==> config.mk <==
export PLATFORM = sky130hd
export DESIGN_NAME = flow_bus_pipeline_flat
export DESIGN_NICKNAME = d
export VERILOG_FILES = /design/src/rtl/flow_bus_pkg.sv /design/src/rtl/flow_bus_pipeline_if.sv /design/src/rtl/flow_bus_skid.sv /design/src/rtl/flow_bus_pipeline.sv /design/src/flat_wrapper.sv
export SDC_FILE = /design/constraint.sdc
export NUM_CORES = 1
export LEC_CHECK = 0
export BUFFER_PORTS_ARGS = -buffer_cell sky130_fd_sc_hd__buf_2
export CAP_MARGIN = 20
export CORE_MARGIN = 2
export CORE_UTILIZATION = 50
export CTS_CLUSTER_DIAMETER = 80
export DETAILED_ROUTE_END_ITERATION = 8
export PLACE_DENSITY_LB_ADDON = 0.08
export SYNTH_ARGS = -nofsm -noshare
export SYNTH_HDL_FRONTEND = slang
export SYNTH_SLANG_ARGS = --single-unit
==> constraint.sdc <==
create_clock -name clk -period 2.8 [get_ports clk]
set_input_delay 0.28 -clock clk [delete_from_list [all_inputs] [get_ports clk]]
set_output_delay 0.28 -clock clk [all_outputs]
set_load 0.005 [all_outputs]
==> src/rtl/flow_bus_pkg.sv <==
`default_nettype none
// +--------------------------------------------------------------------------+
// | flow_bus_pkg                                                             |
// | Shared definitions for the flow bus pipeline: skid-stage state encoding  |
// | and the width helper used to size the occupancy counter.                 |
// | Revision: 1.0                                                            |
// +--------------------------------------------------------------------------+
package flow_bus_pkg;

  // A stage holds at most two words: the main register and the skid register.
  typedef enum logic [1:0] {
    ST_EMPTY = 2'd0,  // neither register valid
    ST_ONE   = 2'd1,  // main register valid
    ST_FULL  = 2'd2   // main and skid registers valid, upstream ready low
  } stage_state_e;

  // Ceiling log2, never less than 1 so a zero-depth build still has a
  // legal (constant zero) occupancy port.
  function automatic int clog2(input int value);
    int result;
    int v;
    result = 0;
    v      = value - 1;
    while (v > 0) begin
      result = result + 1;
      v      = v >> 1;
    end
    if (result < 1) result = 1;
    return result;
  endfunction

endpackage
`default_nettype wire

==> src/rtl/flow_bus_pipeline_if.sv <==
`default_nettype none
// +--------------------------------------------------------------------------+
// | flow_bus_pipeline_if                                                     |
// | Flow bus handshake bundle (valid / ready / data).                        |
// |   master : drives valid and data, receives ready                         |
// |   slave  : receives valid and data, drives ready                         |
// | Revision: 1.0                                                            |
// +--------------------------------------------------------------------------+
interface flow_bus_pipeline_if #(
  parameter int DATA_WIDTH = 16
);
  logic                  valid;
  logic                  ready;
  logic [DATA_WIDTH-1:0] data;

  modport master (output valid, output data, input ready);
  modport slave  (input valid, input data, output ready);
endinterface
`default_nettype wire

==> src/rtl/flow_bus_skid.sv <==
`default_nettype none
// +--------------------------------------------------------------------------+
// | flow_bus_skid                                                            |
// | One two-entry skid stage. Main register drives the downstream side; the  |
// | skid register catches the word accepted while downstream stalls, so the  |
// | upstream ready can be a flop (!skid_valid) with no loss.                 |
// | Ports: clk, rst (async, active-low), enable (stall when USE_ENABLE=1),   |
// |        flush (only with FLOW_BUS_PIPELINE_FLUSH_EN), up_* / down_*       |
// |        handshake, occ_next (word count this stage holds after the edge). |
// | Revision: 1.0                                                            |
// +--------------------------------------------------------------------------+
module flow_bus_skid
  import flow_bus_pkg::*;
#(
  parameter int DATA_WIDTH = 16,
  parameter int USE_ENABLE = 0
) (
  input  wire logic                  clk,
  input  wire logic                  rst,
  input  wire logic                  enable,
`ifdef FLOW_BUS_PIPELINE_FLUSH_EN
  input  wire logic                  flush,
`endif
  input  wire logic                  up_valid,
  output logic                       up_ready,
  input  wire logic [DATA_WIDTH-1:0] up_data,
  output logic                       down_valid,
  input  wire logic                  down_ready,
  output logic [DATA_WIDTH-1:0]      down_data,
  output logic [1:0]                 occ_next
);

  stage_state_e          r_state;
  stage_state_e          w_state_next;
  logic                  r_ready;
  logic [DATA_WIDTH-1:0] r_m_data;
  logic [DATA_WIDTH-1:0] r_s_data;
  logic                  w_active;
  logic                  w_flush;
  logic                  w_in;
  logic                  w_out;
  logic                  w_load_m;
  logic                  w_load_s;
  logic                  w_shift;

  assign w_active = (USE_ENABLE != 0) ? enable : 1'b1;
`ifdef FLOW_BUS_PIPELINE_FLUSH_EN
  assign w_flush  = flush;
`else
  assign w_flush  = 1'b0;
`endif

  assign w_in       = up_valid & r_ready & w_active;
  assign w_out      = (r_state != ST_EMPTY) & down_ready & w_active;
  assign up_ready   = r_ready & w_active;
  assign down_valid = (r_state != ST_EMPTY) & w_active;
  assign down_data  = r_m_data;

  always_comb begin
    w_state_next = r_state;
    w_load_m     = 1'b0;
    w_load_s     = 1'b0;
    w_shift      = 1'b0;
    case (r_state)
      ST_EMPTY: begin
        if (w_in) begin
          w_state_next = ST_ONE;
          w_load_m     = 1'b1;
        end
      end
      ST_ONE: begin
        case ({w_in, w_out})
          2'b10:   begin w_state_next = ST_FULL;  w_load_s = 1'b1; end
          2'b01:   begin w_state_next = ST_EMPTY; end
          2'b11:   begin w_load_m = 1'b1; end
          default: ;
        endcase
      end
      ST_FULL: begin
        // Ready is low here, so no new word can arrive this cycle.
        if (w_out) begin
          w_state_next = ST_ONE;
          w_shift      = 1'b1;
        end
      end
      default: w_state_next = ST_EMPTY;
    endcase
    if (w_flush) begin
      w_state_next = ST_EMPTY;
      w_load_m     = 1'b0;
      w_load_s     = 1'b0;
      w_shift      = 1'b0;
    end
    case (w_state_next)
      ST_ONE:  occ_next = 2'd1;
      ST_FULL: occ_next = 2'd2;
      default: occ_next = 2'd0;
    endcase
  end

  // Ready is held while stalled so it stays low out of reset until the
  // first active edge, and resumes from its frozen value on enable.
  always_ff @(posedge clk or negedge rst) begin
    if (!rst) begin
      r_state <= ST_EMPTY;
      r_ready <= 1'b0;
    end else if (w_active || w_flush) begin
      r_state <= w_state_next;
      r_ready <= (w_state_next != ST_FULL);
    end
  end

  // Payload registers carry no reset.
  always_ff @(posedge clk) begin
    if (w_load_m)     r_m_data <= up_data;
    else if (w_shift) r_m_data <= r_s_data;
    if (w_load_s)     r_s_data <= up_data;
  end

endmodule
`default_nettype wire

==> src/rtl/flow_bus_pipeline.sv <==
`default_nettype none
// +--------------------------------------------------------------------------+
// | flow_bus_pipeline                                                        |
// | Elastic, fully registered flow bus pipeline built from DEPTH skid        |
// | stages. Both the valid/data path and the ready path are cut by flops.    |
// | Ports: clk, rst (async, active-low), enable (stall when USE_ENABLE=1),   |
// |        flush (only with FLOW_BUS_PIPELINE_FLUSH_EN), up (slave side),    |
// |        down (master side), occupancy (registered word count).           |
// | DEPTH=0 builds a combinational pass-through.                             |
// | Revision: 1.0                                                            |
// +--------------------------------------------------------------------------+
module flow_bus_pipeline
  import flow_bus_pkg::*;
#(
  parameter int DATA_WIDTH = 16,
  parameter int DEPTH      = 2,
  parameter int USE_ENABLE = 0,
  parameter int CNT_WIDTH  = clog2(2 * DEPTH + 1)
) (
  input  wire logic             clk,
  input  wire logic             rst,
  input  wire logic             enable,
`ifdef FLOW_BUS_PIPELINE_FLUSH_EN
  input  wire logic             flush,
`endif
  flow_bus_pipeline_if.slave    up,
  flow_bus_pipeline_if.master   down,
  output logic [CNT_WIDTH-1:0]  occupancy
);

  if (DEPTH == 0) begin : g_bypass
    logic w_active;
    assign w_active   = (USE_ENABLE != 0) ? enable : 1'b1;
    assign down.valid = up.valid & w_active;
    assign up.ready   = down.ready & w_active;
    assign down.data  = up.data;
    assign occupancy  = '0;
  end else begin : g_pipe
    // Chain index i is the upstream side of stage i; index DEPTH is the output.
    logic [DEPTH:0]        w_valid;
    logic [DEPTH:0]        w_ready;
    logic [DATA_WIDTH-1:0] w_data [DEPTH+1];
    logic [1:0]            w_occ  [DEPTH];
    logic [CNT_WIDTH-1:0]  w_occ_sum;
    logic [CNT_WIDTH-1:0]  r_occupancy;

    assign w_valid[0]     = up.valid;
    assign w_data[0]      = up.data;
    assign up.ready       = w_ready[0];
    assign down.valid     = w_valid[DEPTH];
    assign down.data      = w_data[DEPTH];
    assign w_ready[DEPTH] = down.ready;

    for (genvar i = 0; i < DEPTH; i++) begin : g_stage
      flow_bus_skid #(
        .DATA_WIDTH (DATA_WIDTH),
        .USE_ENABLE (USE_ENABLE)
      ) u_skid (
        .clk        (clk),
        .rst        (rst),
        .enable     (enable),
`ifdef FLOW_BUS_PIPELINE_FLUSH_EN
        .flush      (flush),
`endif
        .up_valid   (w_valid[i]),
        .up_ready   (w_ready[i]),
        .up_data    (w_data[i]),
        .down_valid (w_valid[i+1]),
        .down_ready (w_ready[i+1]),
        .down_data  (w_data[i+1]),
        .occ_next   (w_occ[i])
      );
    end

    // Summing the stages' next counts keeps occupancy registered and in
    // step with the valid bits.
    always_comb begin
      w_occ_sum = '0;
      for (int i = 0; i < DEPTH; i++) begin
        w_occ_sum = w_occ_sum + CNT_WIDTH'(w_occ[i]);
      end
    end

    always_ff @(posedge clk or negedge rst) begin
      if (!rst) r_occupancy <= '0;
      else      r_occupancy <= w_occ_sum;
    end

    assign occupancy = r_occupancy;
  end

endmodule
`default_nettype wire

==> src/flat_wrapper.sv <==
// flat-port wrapper written by rule: the top's interface ports become plain ports
module flow_bus_pipeline_flat import flow_bus_pkg::*;
#(
  parameter int DATA_WIDTH = 16,
  parameter int DEPTH      = 2,
  parameter int USE_ENABLE = 0,
  parameter int CNT_WIDTH  = clog2(2 * DEPTH + 1)
)
  (clk, rst, enable, occupancy, up_valid, up_data, up_ready, down_valid, down_data, down_ready);
  flow_bus_pipeline_if #(.DATA_WIDTH(DATA_WIDTH)) up_i ();
  flow_bus_pipeline_if #(.DATA_WIDTH(DATA_WIDTH)) down_i ();
  input  wire logic clk;
  input  wire logic rst;
  input  wire logic enable;
  output logic [CNT_WIDTH-1:0] occupancy;
  input wire logic [$bits(up_i.valid)-1:0] up_valid;
  input wire logic [$bits(up_i.data)-1:0] up_data;
  output wire logic [$bits(up_i.ready)-1:0] up_ready;
  output wire logic [$bits(down_i.valid)-1:0] down_valid;
  output wire logic [$bits(down_i.data)-1:0] down_data;
  input wire logic [$bits(down_i.ready)-1:0] down_ready;
  assign up_i.valid = up_valid;
  assign up_i.data = up_data;
  assign up_ready = up_i.ready;
  assign down_valid = down_i.valid;
  assign down_data = down_i.data;
  assign down_i.ready = down_ready;
  flow_bus_pipeline #(.DATA_WIDTH(DATA_WIDTH), .DEPTH(DEPTH), .USE_ENABLE(USE_ENABLE), .CNT_WIDTH(CNT_WIDTH)) u_core (.clk(clk), .rst(rst), .enable(enable), .up(up_i), .down(down_i), .occupancy(occupancy));
endmodule
After elaboration in Yosys (flattened, before gate mapping)

Index checks and enable logic that the tools add are counted.

$add $sub $neg: 1
$mul: 0
Divide/modulo/power cells: 0
Magnitude comparators: 0
Equality and inequality tests: 16
Shift-type cells: 0
Muxes and demuxes: 27
Bitwise logic cells: 3
Reductions and logical operators: 6

Operators by type and width:

| cell                 | count |
|---|---|
| $mux W16             | 4 |
| $eq A2 B2 Y1 const B | 8 |
| $pmux W2 S2          | 4 |
| $eq A2 B1 Y1 const B | 6 |
| $pmux W2 S3          | 2 |
| $mux W1              | 11 |
| $mux W2              | 4 |
| $reduce_bool A2 Y1   | 4 |
| $logic_not A2 Y1     | 2 |
| $ne A2 B2 Y1 const B | 2 |
| $pmux W1 S2          | 2 |
| $add A2 B2 Y3        | 1 |
| $and A1 B1 Y1        | 3 |

Register bits after elaboration: 73
Latch bits: 0
Memory bits (writable): 0
Memory bits (read-only): 0
Bits of input ports: 21
Output and inout port bits: 21
Logic and storage cells: 62
Memories kept: 0

Depth between registers and ports, before layout

Gate-level depths: netlist of the first run.

Word-level depth: 8
Depth in mapped cells: 6
Mapped depth without buffers: 5

Hierarchy

A second synthesis of the first run with hierarchy kept.

Cell total of the unflattened synthesis: 148
Area, all modules: 2,808.9 µm²

Modules (own cells, without submodules):

| module            | instances | cells each | area an instance (µm²) | seq. area each (µm²) |
|---|---|---|---|---|
| flow_bus_skid     | 2         | 69         | 1,341.3                | 1,036.0 |
| flow_bus_pipeline | 1         | 10         | 126.4                  | 75.1 |

Least setup slack after synthesis of the first run

OpenSTA, ideal clock, no wires.

Path type: register to register
Start point: register u_core.g_pipe.g_stage[1].u_skid.r_state[1]
End point: register u_core.g_pipe.g_stage[1].u_skid.r_m_data[0], enable pin
Setup time: 393 ps
Arrival: 1,624 ps
Required time: 2,407 ps
Path slack: 783 ps
Cell stages (with the launch flop): 5
Buffers on the path: 1
Clock period less this slack: 2,017 ps
Cell sequence: dfrtp_1 -> clkbuf_1 -> nand2_1 -> o21a_1 -> o2bb2ai_1

Word-level cells in the longest chain between the ends: 6
Elaborated cells between the ends (all ways): 11
Classes of those cells: 3 x eq/ne; 4 x mux; 1 x bitwise; 3 x reduce/logical

RTL lines:

| item                                  | line                 | source |
|---|---|---|
| from (decl)                           | flow_bus_skid.sv:33  | `stage_state_e r_state;` |
| from (signal assigned)                | flow_bus_skid.sv:108 | `r_state <= w_state_next;` |
| $reduce_bool A2 Y1                    | flow_bus_skid.sv:54  | `assign w_out = (r_state != ST_EMPTY) & down_ready & w_active;` |
| $and A1 B1 Y1                         | flow_bus_skid.sv:54  |  |
| $eq A2 B2 Y1                          | flow_bus_skid.sv:72  | `case ({w_in, w_out})` |
| $mux W1                               | flow_bus_skid.sv:72  |  |
| $pmux W1 S2                           | flow_bus_skid.sv:64  | `case (r_state)` |
| $reduce_bool A2 Y1 (no source line) * | n/a                  |  |
| to (signal assigned)                  | flow_bus_skid.sv:115 | `if (w_load_m) r_m_data <= up_data;` |
| to (signal assigned)                  | flow_bus_skid.sv:116 | `else if (w_shift) r_m_data <= r_s_data;` |
| to (decl)                             | flow_bus_skid.sv:36  | `logic [DATA_WIDTH-1:0] r_m_data;` |

Mark *: on every way between the ends. The rest lies on a longest branch, timed or not.
A chain may end at the register's enable or synchronous reset.

Worst setup path in the final report of the first run

Start point: register u_core.g_pipe.g_stage[0].u_skid.r_state[1]
End point: register u_core.g_pipe.r_occupancy[1], in the netlist u_core.occupancy[1]

Word-level cells in the longest chain between the ends: 8
Elaborated cells between the ends (all ways): 23
Classes of those cells: 1 x add/sub; 10 x eq/ne; 9 x mux; 1 x bitwise; 2 x reduce/logical

RTL lines:

| item                                                | line                                     | source |
|---|---|---|
| from (decl)                                         | flow_bus_skid.sv:33                      |  |
| from (signal assigned)                              | flow_bus_skid.sv:108                     |  |
| $reduce_bool A2 Y1                                  | flow_bus_skid.sv:54, flow_bus_skid.sv:56 |  |
| $and A1 B1 Y1                                       | flow_bus_skid.sv:53, flow_bus_skid.sv:54 |  |
| $eq A2 B1 Y1 / $eq A2 B2 Y1 (equally long branches) | flow_bus_skid.sv:72                      |  |
| $pmux W2 S2                                         | flow_bus_skid.sv:72                      |  |
| $pmux W2 S3                                         | flow_bus_skid.sv:64                      |  |
| $eq A2 B2 Y1 / $eq A2 B1 Y1 (equally long branches) | flow_bus_skid.sv:94                      | `case (w_state_next)` |
| $pmux W2 S2                                         | flow_bus_skid.sv:94                      |  |
| $add A2 B2 Y3 *                                     | flow_bus_pipeline.sv:80                  | `w_occ_sum = w_occ_sum + CNT_WIDTH'(w_occ[i]);` |
| net u_core.g_pipe.w_occ_sum[1]                      | flow_bus_pipeline.sv:44                  | `logic [CNT_WIDTH-1:0] w_occ_sum;` |
| to (signal assigned)                                | flow_bus_pipeline.sv:86                  | `else r_occupancy <= w_occ_sum;` |
| to (decl)                                           | flow_bus_pipeline.sv:45                  | `logic [CNT_WIDTH-1:0] r_occupancy;` |

Mark *: on every way through the listed nets, which the timed path passes. The rest lies on a longest branch.

==> results of run 1 <==
## synthesized netlist by cell type (2+ instances only)
library cell	count	area (um^2)
edfxtp_1	64	1920
mux2_2	32	360
dfrtp_1	9	225
o21ai_0	5	25.0
nand2_1	4	15.0
nor2b_1	4	25.0
inv_1	2	7.51
mux2i_1	2	20.0
nor3_4	2	32.5
o21a_1	2	15.0
o21ba_2	2	20.0
o22ai_1	2	12.5
## layout make-up
cell class                 instances  area [um^2]
clock buffer                      12          135
tap                               72         90.1
sequential                        73         2150
clock inverter                     4         20.0
inverter                           2         7.51
multi-input combinational         66          629
timing repair buffer              44          233
fill                             437         2210
## stage by stage
step | power (uW) | hold slack [ns]
after floorplan | 2480 | -0.0156
after global placement | 2800 | 0.134
after detailed placement | 2860 | 0.143
after CTS | 3540 | 0.116
after global routing | 3680 | 0.117
final | 3480 | 0.134
## cells by family (layout without fill, tap and decap cells)
group                    Yosys count  after routing  synth area share
multiplexers                      34             34             0.136
AO/OA/AOI/OAI                     15             15            0.0375
flip-flops                        73             73             0.767
adder cells (fa/ha/maj)            2              2            0.0116
buffers and inverters              5             62            0.0107
AND/OR/NAND/NOR                   15             15            0.0375
## power groups by stage
stage / Sequential [uW] / Combinational (uW) / Clock (uW)
floorplan: 1810 / 669 / 0
global placement: 1810 / 989 / 0
detailed placement: 1830 / 1030 / 0
CTS: 1810 / 1040 / 686
global route: 1840 / 1110 / 724
finish: 1810 / 1010 / 660
## how the worst max path moves through the flow
stage	cells past startpoint	end	from	slack, ns
after floorplan	4	u_core.g_pipe.g_stage[1].u_skid.down_data[0]	u_core.g_pipe.g_stage[1].u_skid.r_state[1]	0.78
after global placement	5	u_core.occupancy[1]	u_core.g_pipe.g_stage[0].u_skid.r_state[1]	0.89
after detailed placement	5	u_core.occupancy[1]	u_core.g_pipe.g_stage[0].u_skid.r_state[1]	0.79
after CTS	5	u_core.occupancy[1]	u_core.g_pipe.g_stage[0].u_skid.r_state[1]	0.79
after global routing	5	u_core.occupancy[1]	u_core.g_pipe.g_stage[0].u_skid.r_state[1]	0.72
final	5	u_core.occupancy[1]	u_core.g_pipe.g_stage[0].u_skid.r_state[1]	0.80
## layer usage
metal | share of wire | routed length, um | vias up | track usage
met3 | 0.031 | 135 | 10 | 0.0364
met2 | 0.53 | 2310 | 29 | 0.265
met1 | 0.42 | 1830 | 712 | 0.177
met5 | 0 | 0 | - | 0
li1 | - | - | 662 | -
met4 | 0.024 | 104 | 0 | 0.0931
## sequential cells by signal, summed over array words and instances (netlist names)
signal / flops
u_core.occupancy: 3
u_core.g_pipe.g_stage.u_skid.r_state: 4
u_core.g_pipe.g_stage.u_skid.down_data: 32
u_core.g_pipe.g_stage.u_skid.up_ready: 2
u_core.g_pipe.g_stage.u_skid.r_s_data: 32
==> qor.csv, run 1 <==
metric,value,unit
period_minus_slack,2.00,ns
cp.arrival,2.20,ns
cp_slowest_stage_delay,0.47,ns
p_leak,0.00121,uW
worst_path_max_delay_cell,dfrtp_1,
holdPathEnd,u_core.g_pipe.g_stage[0].u_skid.r_s_data[2],
crit_type,register to register,
hold_buffers,1,
diodes,0,
crit_path_end_kind,register,
cts_inserted_buffers,9,
clock_skew,0.00641,ns
p_int,2470,uW
die-area,6210,um^2
cp_num_buf_inv,0,
ios,42,
post_cts_buffers,0,
clkPwrFrac,0.190,
ys_types,26,
dr.pass1.iters,4,
reg2reg_from,u_core.g_pipe.g_stage[0].u_skid.r_state[1],
drtAntennaViolNets,0,
postSynthCellCount,144,
vias_per_cell,5.18,
fin_cells,273,
synth_area,2800,um^2
cts.root.buffer_cell,clkbuf_8,
dieHeight,78.8,um
holdPathStages,1,
r2r_end,u_core.occupancy[1],
num-nets-final,219,
place.gp.congestion,0.808,
irDropWorstVdd,0.649,mV
async_flop_share,0.123,
gr-total-overflow,0,
place.detailed.hpwl,2.87,mm
post-route-util,0.596,
place_ws,0.785,ns
power_switching,1010,uW
yosysWarnings,0,
die_w,78.8,um
coreArea,5470,um^2
clock_path_buffers,2,
tightest_slew,0.841,ns
fin_crit_sh,0.714,
synth.avg_cell_area,19.4,um^2
layout_common_cells,"edfxtp_1, buf_2, mux2_2, clkbuf_8, dfrtp_1",
synth_seq_area_share,0.767,
clkSinkCount,73,
htreeDepth,3,
p_comb_frac,0.291,
wirelength,4.37,mm
clkTransAtPathRegs,0.07,ns
grt_pass1_vias,1493,
num_rows,27,
grt_pass1_wl,6.99,mm
path_max_fanout,7,
grt_start_max_net_pins,17,
start_kind,register,
area_delta_synth_final,16.5,%
power.density,1070,nW/um^2
rsz0062_at_grt,no,
drive_gt1_frac,0.473,
via_count,1413,
placed_cells,256,
reg2reg_slack,0.80,ns
setup_violations,0,
synth_edf_count,64,
hold_path.startpoint,up_data[2],
hold_viol_final,0,
drv_slew,0,
fmax,0.500,GHz
wl_per_cell,16.0,um
start_util,0.512,
dpl_cell_area,3100,um^2
critPathTopFamily,adder cells,
synth-seq-cells,73,
drt_iter0_drc,67,
syn-num-nets,167,
tns,0,ns
final_common_cell,edfxtp_1,
hp-class,input pin to register,
groute.usage.overall,0.155,
fin_ws,0.800,ns
antenna_found_initial,0,
synth-main-ff-cell,edfxtp_1,
port_buffers,40,
cts_tree,yes,
cp.required,3.00,ns
status,"complete, no violations",
drc,0,
clock_latency,0.33,ns
r2r_cells,5,
pwr-share-seq,0.520,
crit_chain,"o21ai_2, mux2i_1, o22ai_1, ha_1, fa_1",
cts_resized,0,
slew_headroom,0.440,
drv_cap,0,
stdcell_area,3260,um^2
power_switching_share,0.289,
No activity file was read; power rests on OpenSTA's default activity.
==> run 2, diff against run 1 <==
==> constraint.sdc (replaced) <==
create_clock -name clk -period 1.6 [get_ports clk]
set_input_delay 0.16 -clock clk [delete_from_list [all_inputs] [get_ports clk]]
set_output_delay 0.16 -clock clk [all_outputs]
set_load 0.005 [all_outputs]
==> qor.csv, run 2 (synthesis gave the netlist of run 1 again) <==
metric,value,unit
cts.root.buffer_cell,clkbuf_8,
dr.pass1.iters,5,
fmax,0.577,GHz
gr-total-overflow,0,
start_kind,register,
drv_cap,0,
wl_per_cell,16.1,um
irDropWorstVdd,1.12,mV
p_leak,0.00146,uW
slew_headroom,0.778,
crit_type,register to register,
multi_input_area,783,um^2
clkTransAtPathRegs,0.07,ns
die-area,6210,um^2
groute.usage.overall,0.167,
crit_path_end_kind,register,
port_buffers,40,
fin_crit_sh,1.08,
drv_slew,0,
ios,42,
start_util,0.512,
num_rows,27,
antenna_found_initial,0,
clock_latency,0.33,ns
period_minus_slack,1.73,ns
cts_tree,yes,
fillers,386,
drt_iter0_drc,85,
num-nets-final,243,
place.detailed.hpwl,3.14,mm
clkSinkCount,73,
hp-class,input pin to register,
r2r_cells,5,
drive_gt1_frac,0.570,
clock_skew,0.00893,ns
coreArea,5470,um^2
cp_slowest_stage_delay,0.45,ns
cts_inserted_buffers,9,
diodes,0,
vias_per_cell,5.06,
place_ws,-0.132,ns
fin_ws,-0.132,ns
htreeDepth,3,
holdPathStages,1,
cp.arrival,1.94,ns
stdcell_area,3670,um^2
tightest_slew,0.329,ns
dieHeight,78.8,um
final_common_cell,edfxtp_1,
die_w,78.8,um
dpl_cell_area,3380,um^2
clock_path_buffers,2,
area.sequential,2150,um^2
area_delta_synth_final,31.0,%
place.gp.congestion,0.798,
setup_violations,22,
crit_chain,"o21ai_4, mux2i_1, o22ai_1, ha_2, fa_1",
grt_pass1_vias,1489,
wirelength,4.75,mm
tns,-0.784,ns
path_max_fanout,5,
grt_start_max_net_pins,17,
hold_viol_final,0,
status,"complete, but fails checks",
violations,setup timing,
drc,0,
layout_common_cells,"edfxtp_1, buf_2, mux2_4, buf_4, clkbuf_8",
rsz0062_at_grt,yes,
timing.hold.ws,0.0202,ns
worst_path_max_delay_cell,dfrtp_2,
drtAntennaViolNets,0,
cp.required,1.81,ns
grt_pass1_wl,7.47,mm
via_count,1494,
power.density,1930,nW/um^2
-- run 2: repair_timing --
item	in CTS	in global routing
buffers inserted	6	1
setup endpoints to repair	21	83
gates cloned	0	2
endpoints found under the hold margin	9	0
pin swaps	1	1
hold buffers	1	0
gates resized for setup	8	5
-- run 2: layout make-up --
class                           instances  area share
Inverter                                2     0.00205
Timing Repair Buffer                   67       0.132
Clock buffer                           10      0.0348
Clock inverter                          4     0.00614
Sequential cell                        73       0.587
Tap cell                               72      0.0246
Multi-Input combinational cell         67       0.214
-- run 2: path summary, 6_finish.rpt --
kind	startpoint	slack, ns	endpoint
setup reg to reg	u_core.g_pipe.g_stage[0].u_skid.r_state[1]	-0.13	u_core.occupancy[1]
setup / recovery	u_core.g_pipe.g_stage[0].u_skid.r_state[1]	-0.13	u_core.occupancy[1]
hold / removal	up_data[4]	0.02	u_core.g_pipe.g_stage[0].u_skid.r_s_data[4]
max in group asynchronous	rst	1.20	u_core.g_pipe.g_stage[0].u_skid.r_state[1]
min in group asynchronous	rst	0.20	u_core.occupancy[0]
hold reg to reg	u_core.g_pipe.g_stage[0].u_skid.down_data[11]	0.45	u_core.g_pipe.g_stage[1].u_skid.r_s_data[11]
-- run 2: through the flow --
step | util | total power, uW | cells
finish | 0.670 | 7070 | 295
global route | 0.670 | 7490 | 295
CTS | 0.660 | 7020 | 292
detailed placement | 0.617 | 5680 | 271
global placement | 0.617 | 5550 | 271
floorplan | - | 4640 | 144
-- run 2: routing by layer --
metal,global-route usage,share of wire
met5,0,0
met4,0.0983,0.020
met3,0.0341,0.029
met2,0.288,0.54
met1,0.193,0.41
-- run 2: where the power goes --
group / internal, uW / switching (uW) / total, uW / leakage, uW
sequential: 2930 / 235 / 3160 / 0.000702
combinational: 1590 / 1190 / 2780 / 0.000678
clock: 537 / 600 / 1140 / 0.0000778
-- run 2: critical path: cells and delay by family (launching register included) --
family / cells / cell delay [ns]
compound gates: 2 / 0.32
flops: 1 / 0.45
fa+ha+maj: 2 / 0.61
mux: 1 / 0.25
